$ cat src/rtl/vga_timing_pkg.sv
`default_nettype none
// ============================================================================
// Module      : vga_timing_pkg
// Description : Shared VGA timing constants and the 2-bit phase encoding used
//               by the horizontal and vertical phase counters.
// Revision    : 1.0 - initial release
// ============================================================================
package vga_timing_pkg;

    // Default 640x480 @ 60 Hz segment lengths (pixels / lines)
    localparam int c_H_VISIBLE = 640;
    localparam int c_H_FRONT   = 16;
    localparam int c_H_SYNC    = 96;
    localparam int c_H_BACK    = 48;
    localparam int c_V_VISIBLE = 480;
    localparam int c_V_FRONT   = 10;
    localparam int c_V_SYNC    = 2;
    localparam int c_V_BACK    = 33;

    localparam int c_H_TOTAL = c_H_VISIBLE + c_H_FRONT + c_H_SYNC + c_H_BACK;
    localparam int c_V_TOTAL = c_V_VISIBLE + c_V_FRONT + c_V_SYNC + c_V_BACK;

    // Width of every position counter
    localparam int c_CNT_W = 10;

    // Phase encoding shared by both axes
    typedef logic [1:0] phase_t;
    localparam phase_t c_PH_VIS   = 2'd0;
    localparam phase_t c_PH_FRONT = 2'd1;
    localparam phase_t c_PH_SYNC  = 2'd2;
    localparam phase_t c_PH_BACK  = 2'd3;

endpackage : vga_timing_pkg
`default_nettype wire

$ cat src/rtl/vga_phase_counter.sv
`default_nettype none
// ============================================================================
// Module      : vga_phase_counter
// Description : Position counter for one VGA axis together with its
//               VIS/FRONT/SYNC/BACK phase FSM. Counts 0..TOTAL-1 on i_adv.
// Revision    : 1.0 - initial release
// ============================================================================
module vga_phase_counter
    import vga_timing_pkg::*;
#(
    parameter int VISIBLE = c_H_VISIBLE,
    parameter int FRONT   = c_H_FRONT,
    parameter int SYNC    = c_H_SYNC,
    parameter int BACK    = c_H_BACK
) (
    input  logic               clk,
    input  logic               rst,
    input  logic               i_adv,
    output logic [c_CNT_W-1:0] o_cnt,
    output phase_t             o_phase
);

    localparam int c_TOTAL = VISIBLE + FRONT + SYNC + BACK;

    // Last count of each phase; the phase changes as the count leaves it
    localparam logic [c_CNT_W-1:0] c_VIS_END   = c_CNT_W'(VISIBLE - 1);
    localparam logic [c_CNT_W-1:0] c_FRONT_END = c_CNT_W'(VISIBLE + FRONT - 1);
    localparam logic [c_CNT_W-1:0] c_SYNC_END  = c_CNT_W'(VISIBLE + FRONT + SYNC - 1);
    localparam logic [c_CNT_W-1:0] c_LAST      = c_CNT_W'(c_TOTAL - 1);

    logic [c_CNT_W-1:0] r_cnt;
    logic [c_CNT_W-1:0] w_cnt_nxt;
    phase_t             r_phase;
    phase_t             w_phase_nxt;

    // Next count and next phase, both only moving when i_adv is high
    always_comb begin
        w_cnt_nxt   = r_cnt;
        w_phase_nxt = r_phase;
        if (i_adv) begin
            if (r_cnt == c_LAST) begin
                w_cnt_nxt = '0;
            end else begin
                w_cnt_nxt = r_cnt + 1'b1;
            end
            case (r_phase)
                c_PH_VIS:   if (r_cnt == c_VIS_END)   w_phase_nxt = c_PH_FRONT;
                c_PH_FRONT: if (r_cnt == c_FRONT_END) w_phase_nxt = c_PH_SYNC;
                c_PH_SYNC:  if (r_cnt == c_SYNC_END)  w_phase_nxt = c_PH_BACK;
                c_PH_BACK:  if (r_cnt == c_LAST)      w_phase_nxt = c_PH_VIS;
                default:    w_phase_nxt = c_PH_VIS;
            endcase
        end
    end

    // Count and phase state registers
    always_ff @(posedge clk or posedge rst) begin
        if (rst) begin
            r_cnt   <= '0;
            r_phase <= c_PH_VIS;
        end else begin
            r_cnt   <= w_cnt_nxt;
            r_phase <= w_phase_nxt;
        end
    end

    assign o_cnt   = r_cnt;
    assign o_phase = r_phase;

endmodule : vga_phase_counter
`default_nettype wire

$ cat src/rtl/vga_sync_gen.sv
`default_nettype none
// ============================================================================
// Module      : vga_sync_gen
// Description : VGA sync generator. Derives a 25 MHz pixel clock/enable from
//               the 50 MHz clock, runs horizontal and vertical phase counters
//               and produces registered sync, visibility, coordinate and
//               end-of-visible-frame outputs.
// Revision    : 1.0 - initial release
// ============================================================================
module vga_sync_gen
    import vga_timing_pkg::*;
#(
    parameter int H_VISIBLE = c_H_VISIBLE,
    parameter int H_FRONT   = c_H_FRONT,
    parameter int H_SYNC    = c_H_SYNC,
    parameter int H_BACK    = c_H_BACK,
    parameter int V_VISIBLE = c_V_VISIBLE,
    parameter int V_FRONT   = c_V_FRONT,
    parameter int V_SYNC    = c_V_SYNC,
    parameter int V_BACK    = c_V_BACK
) (
    input  logic               I_50MHZ_CLK,
    input  logic               I_RESET,
    output logic               vga_25clk,
    output logic               pix_en,
    output logic               O_HSYNC,
    output logic               O_VSYNC,
    output logic               display_data,
    output logic               draw_finish,
    output logic [c_CNT_W-1:0] O_PIX_X,
    output logic [c_CNT_W-1:0] O_PIX_Y
);

    localparam int c_H_TOT = H_VISIBLE + H_FRONT + H_SYNC + H_BACK;
    localparam logic [c_CNT_W-1:0] c_H_LAST = c_CNT_W'(c_H_TOT - 1);
    localparam logic [c_CNT_W-1:0] c_V_VIS  = c_CNT_W'(V_VISIBLE);

    logic               r_vga_25clk;
    logic               r_pix_en;
    logic [c_CNT_W-1:0] w_h_cnt;
    logic [c_CNT_W-1:0] w_v_cnt;
    phase_t             w_h_phase;
    phase_t             w_v_phase;
    logic               w_h_wrap;
    logic               w_visible;

    logic               r_hsync;
    logic               r_vsync;
    logic               r_display;
    logic               r_draw_finish;
    logic [c_CNT_W-1:0] r_pix_x;
    logic [c_CNT_W-1:0] r_pix_y;

    // Divide-by-two pixel clock; pix_en mirrors it so it is high for the
    // clock cycle that starts with the 0->1 transition
    always_ff @(posedge I_50MHZ_CLK or posedge I_RESET) begin
        if (I_RESET) begin
            r_vga_25clk <= 1'b0;
            r_pix_en    <= 1'b0;
        end else begin
            r_vga_25clk <= ~r_vga_25clk;
            r_pix_en    <= ~r_vga_25clk;
        end
    end

    // The line counter wraps on the last pixel of a line; that tick advances
    // the frame counter so both wrap together at the end of the frame
    assign w_h_wrap  = r_pix_en && (w_h_cnt == c_H_LAST);
    assign w_visible = (w_h_phase == c_PH_VIS) && (w_v_phase == c_PH_VIS);

    vga_phase_counter #(
        .VISIBLE (H_VISIBLE),
        .FRONT   (H_FRONT),
        .SYNC    (H_SYNC),
        .BACK    (H_BACK)
    ) u_h_counter (
        .clk     (I_50MHZ_CLK),
        .rst     (I_RESET),
        .i_adv   (r_pix_en),
        .o_cnt   (w_h_cnt),
        .o_phase (w_h_phase)
    );

    vga_phase_counter #(
        .VISIBLE (V_VISIBLE),
        .FRONT   (V_FRONT),
        .SYNC    (V_SYNC),
        .BACK    (V_BACK)
    ) u_v_counter (
        .clk     (I_50MHZ_CLK),
        .rst     (I_RESET),
        .i_adv   (w_h_wrap),
        .o_cnt   (w_v_cnt),
        .o_phase (w_v_phase)
    );

    // Present the pixel the counters point at, updated once per pixel tick
    always_ff @(posedge I_50MHZ_CLK or posedge I_RESET) begin
        if (I_RESET) begin
            r_hsync       <= 1'b1;
            r_vsync       <= 1'b1;
            r_display     <= 1'b0;
            r_draw_finish <= 1'b0;
            r_pix_x       <= '0;
            r_pix_y       <= '0;
        end else if (r_pix_en) begin
            r_hsync       <= (w_h_phase != c_PH_SYNC);
            r_vsync       <= (w_v_phase != c_PH_SYNC);
            r_display     <= w_visible;
            r_draw_finish <= (w_h_cnt == '0) && (w_v_cnt == c_V_VIS);
            r_pix_x       <= w_visible ? w_h_cnt : '0;
            r_pix_y       <= w_visible ? w_v_cnt : '0;
        end
    end

    assign vga_25clk    = r_vga_25clk;
    assign pix_en       = r_pix_en;
    assign O_HSYNC      = r_hsync;
    assign O_VSYNC      = r_vsync;
    assign display_data = r_display;
    assign draw_finish  = r_draw_finish;
    assign O_PIX_X      = r_pix_x;
    assign O_PIX_Y      = r_pix_y;

endmodule : vga_sync_gen
`default_nettype wire

$ cat config.mk
export PLATFORM = sky130hd
export DESIGN_NAME = vga_sync_gen
export DESIGN_NICKNAME = d
export VERILOG_FILES = /design/src/rtl/vga_timing_pkg.sv /design/src/rtl/vga_phase_counter.sv /design/src/rtl/vga_sync_gen.sv
export SDC_FILE = /design/constraint.sdc
export NUM_CORES = 1
export LEC_CHECK = 0
export ABC_AREA = 1
export BUFFER_PORTS_ARGS = -buffer_cell sky130_fd_sc_hd__buf_2
export CAP_MARGIN = 5
export CORE_ASPECT_RATIO = 1.75
export CORE_MARGIN = 5
export CORE_UTILIZATION = 52
export CTS_CLUSTER_DIAMETER = 100
export DETAILED_ROUTE_END_ITERATION = 7
export HOLD_SLACK_MARGIN = 0.1
export PLACE_DENSITY = 0.71
export SLEW_MARGIN = 20
export SYNTH_ARGS = -nofsm -noshare
export SYNTH_HDL_FRONTEND = slang
export SYNTH_SLANG_ARGS = --single-unit
$ cat constraint.sdc
create_clock -name I_50MHZ_CLK -period 1.4 [get_ports I_50MHZ_CLK]
set_input_delay 0.21 -clock I_50MHZ_CLK [delete_from_list [all_inputs] [get_ports I_50MHZ_CLK]]
set_output_delay 0.21 -clock I_50MHZ_CLK [all_outputs]
set_load 0.05 [all_outputs]
==> run_results.csv <==
group,metric,value,unit
outcome,run_status,"finished, violations left",
outcome,violations,"negative setup slack",
clocking,clockRootBuffer,"clkbuf_8",
clocking,cts_tree,"built",
global_route,grt_overflow,0,
critical_path,worstSetupEndpointType,"flop",
route,num_vias,2313,
die,num_rows,33,
sta,relSlewSlack,0.773,
sta,tightest_slew,0.340,ns
critical_path,r2r_slack,-0.07,ns
sta,setup_viol,14,
power,combPwrFrac,0.018,
power,p_leak,1.62,nW
finish,syn_to_final_growth,30.0,%
clocking,cts_made_buffers,5,
place,postPlaceCellArea,3090,um^2
yosys,synth_top_cell_by_area,"dfrtp_1",
yosys,yosysUniqueCellTypes,30,
yosys,yosys_warnings,0,
power,power_switching,496,uW
sta,fmax,0.682,GHz
sta,period_needed,1.47,ns
critical_path,path_class,"flop to flop",
yosys,yosys-top-cells-area,"dfrtp_1 46%, nand2_1 11%, o21ai_0 7.1%",
power,pwr-share-clk,0.361,
job,drv_cap,0,
critical_path,crit_chain,"ha_4 > nand3_4 > clkinv_2 > nand4_4 > nor2_4 > buf_12 > nand4_1 > o21ai_0",
yosys,syn_inst,305,
clocking,clkSlewWorstSetupHoldPaths,0.09,ns
power,finalPower,2.28,mW
power,p_sw_frac,0.218,
critical_path,cp.required,1.61,ns
die,die-area,6470,um^2
sta,finalHoldViolCount,0,
global_route,antenna_found_initial,0,
finish,final_util,0.699,
sta,fin_crit_sh,1.05,
place,placed_cells,418,
finish,fin_area,3320,um^2
yosys,seq_area_frac_synth,0.481,
route,antenna_left,0,
min_path,hold_path_class,"primary input to asynchronous set/reset pin",
sta,setup_ws,-0.0665,ns
route,viasPerCell,5.38,
critical_path,cpPeakStageDelay,0.42,ns
critical_path,rr_worst_depth,8,
route,drc,0,
finish,drive_gt1_frac,0.333,
global_route,grt_pass1_vias,2428,
sta,finalClockSkew,0.0122,ns
route,routed_wl,6340,um
critical_path,r2r_end,"u_v_counter.o_cnt[2]",
critical_path,crit_fanout,12,
die,start_util,0.538,
die,core_area,4750,um^2
critical_path,critPathSlowestCell,"dfrtp_1",
power,ir_drop,0.000708,V
finish,diodes,0,
clocking,clock_sinks,49,
yosys,syn_area,2550,um^2
critical_path,cp.arrival,1.68,ns
die,fp.dieH,103,um
global_route,grt_max_degree,26,
yosys,syn_avg_cell_area,8.37,um^2
yosys,syn_nets,320,
place,gp_congestion,0.861,
critical_path,crit_start,"u_h_counter.o_cnt[0]",
power,powerDensity,686,nW/um^2
clocking,cts_buffer_depth,2,
yosys,yosys.area.top_type_share,0.461,
die,io_pins,28,
finish,fill_cells,349,
clocking,cts_max_level,2,
global_route,grt_use_total,0.210,
critical_path,r2r_start,"u_h_counter.o_cnt[0]",
critical_path,start_kind,"flop",
sta,rsz0062_at_grt,"true",
yosys,ys_seq_elements,49,
finish,layout.cells.non_filler,430,
place,post-place-ws,-0.0760,ns
die,die_w,63.0,um
power,internal_power,1.78,mW
sta,slew_viol_final,0,
place,io_buffers,27,
place,dpl.hpwl,4720,um
route,detail_route.iter0.violations,132,
power,pwr-share-seq,0.621,
route,post_drt_wl_per_cell,14.7,um
global_route,grt_pass1_wl,10900,um
finish,nets,392,
clocking,insertion_delay,0.30,ns
route,first_pass_iters,5,
## layer usage
metal,vias to the layer above,global-route usage,part of all wire
met4,0,0.0948,0.025
met1,1105,0.218,0.37
met2,58,0.413,0.57
li1,1128,-,-
met3,22,0.0251,0.032
met5,-,0,0
## registers in the layout, summed over array words and instances, names as in the netlist
register	cells
u_h_counter.o_phase	2
O_VSYNC	1
u_h_counter.o_cnt	10
display_data	1
draw_finish	1
u_v_counter.o_cnt	10
O_HSYNC	1
pix_en	1
O_PIX_Y	10
O_PIX_X	10
u_v_counter.o_phase	2
## power by group through the flow
stage | logic, mW | clock network, mW | registers (mW)
final | 0.0415 | 0.821 | 1.41
after global routing | 0.0476 | 0.907 | 1.41
after CTS | 0.0433 | 0.855 | 1.41
after detailed placement | 0.0410 | 0 | 1.44
after floorplan | 0.0207 | 0 | 1.44
after global placement | 0.0398 | 0 | 1.44
## metrics by stage
step	TNS, ns	hold WS, ns
floorplan	-0.170	0.512
global placement	-0.0463	0.181
detailed placement	-0.476	0.190
CTS	-0.188	0.407
global route	-2.23	0.447
finish	-0.501	0.412
## critical path: cells and delay by family, from the launching register on
family	cells	cell delay [ns]
flops	1	0.42
buf+inv	2	0.24
fa+ha+maj	1	0.17
compound gates	1	0.09
simple gates	4	0.46
## synthesized netlist by cell type
master and count:
buf_2 4, or2_2 2, buf_6 1, inv_1 34, nor4_1 1, nand4_2 2
o21bai_1 2, nand3_1 16, nand4_1 8, dfstp_2 2, nand3_2 2, nor3_2 2
a21oi_1 3, dfrtp_1 47, o21ai_0 36, a41oi_1 1, buf_4 2, xor2_1 7
o31ai_1 1, nor2_4 1, nand2_2 1, nand2_1 75, nand3b_1 3, clkinv_2 1
nor3_1 8, ha_1 13, nor2_1 23, clkbuf_1 3, inv_2 1, nor2_2 3
## area by class of cell
| type | count | area, um^2 | share of cell area |
|---|---|---|---|
| sequential | 49 | 1230 | 0.372 |
| clock buffer | 6 | 72.6 | 0.0219 |
| inverter | 36 | 136 | 0.0411 |
| timing repair buffer | 75 | 548 | 0.165 |
| tap | 52 | 65.1 | 0.0196 |
| clock inverter | 2 | 16.3 | 0.00490 |
| multi-input combinational | 210 | 1250 | 0.376 |
## worst max path at each step
stage          slack (ns)  cells after the start                endpoint
2_1_floorplan       -0.09                      1                  pix_en
3_3_place_gp        -0.01                      9  u_h_counter.o_phase[0]
3_5_place_dp        -0.08                      9  u_h_counter.o_phase[0]
4_1_cts             -0.04                      9  u_h_counter.o_phase[0]
5_1_grt             -0.19                      8    u_v_counter.o_cnt[2]
6_report            -0.07                      8    u_v_counter.o_cnt[2]
## cells in the final DEF (no fill, tap or decap), types with 7 or more instances in the layout
cell type / synthesis / routed
xor2_1: 7 / 7
nand3_1: 16 / 14
nor2_2: 3 / 10
buf_4: 2 / 43
nor3_1: 8 / 7
nor2_1: 23 / 15
dfrtp_1: 47 / 43
o21ai_0: 36 / 33
nand2_1: 75 / 72
inv_1: 34 / 30
buf_2: 4 / 27
nand4_1: 8 / 8
ha_1: 13 / 10
## timing repair
action,in CTS,in global routing
gates resized for setup,12,18
endpoints found under the setup margin,16,22
setup buffers,3,0
hold buffers,1,0
pin swaps,6,3
hold endpoints to repair,13,0
## cell families (layout without fill, tap and decap cells)
| group | count (synthesis) | after routing | synth area share |
|---|---|---|---|
| XOR/XNOR | 7 | 7 | 0.0240 |
| AND/OR/NAND/NOR | 147 | 147 | 0.267 |
| adder cells (fa/ha/maj) | 13 | 13 | 0.0637 |
| flip-flops | 49 | 49 | 0.481 |
| buffers and inverters | 46 | 119 | 0.0759 |
| AO/OA/AOI/OAI | 43 | 43 | 0.0887 |
Power figures use the tool's default switching activity.
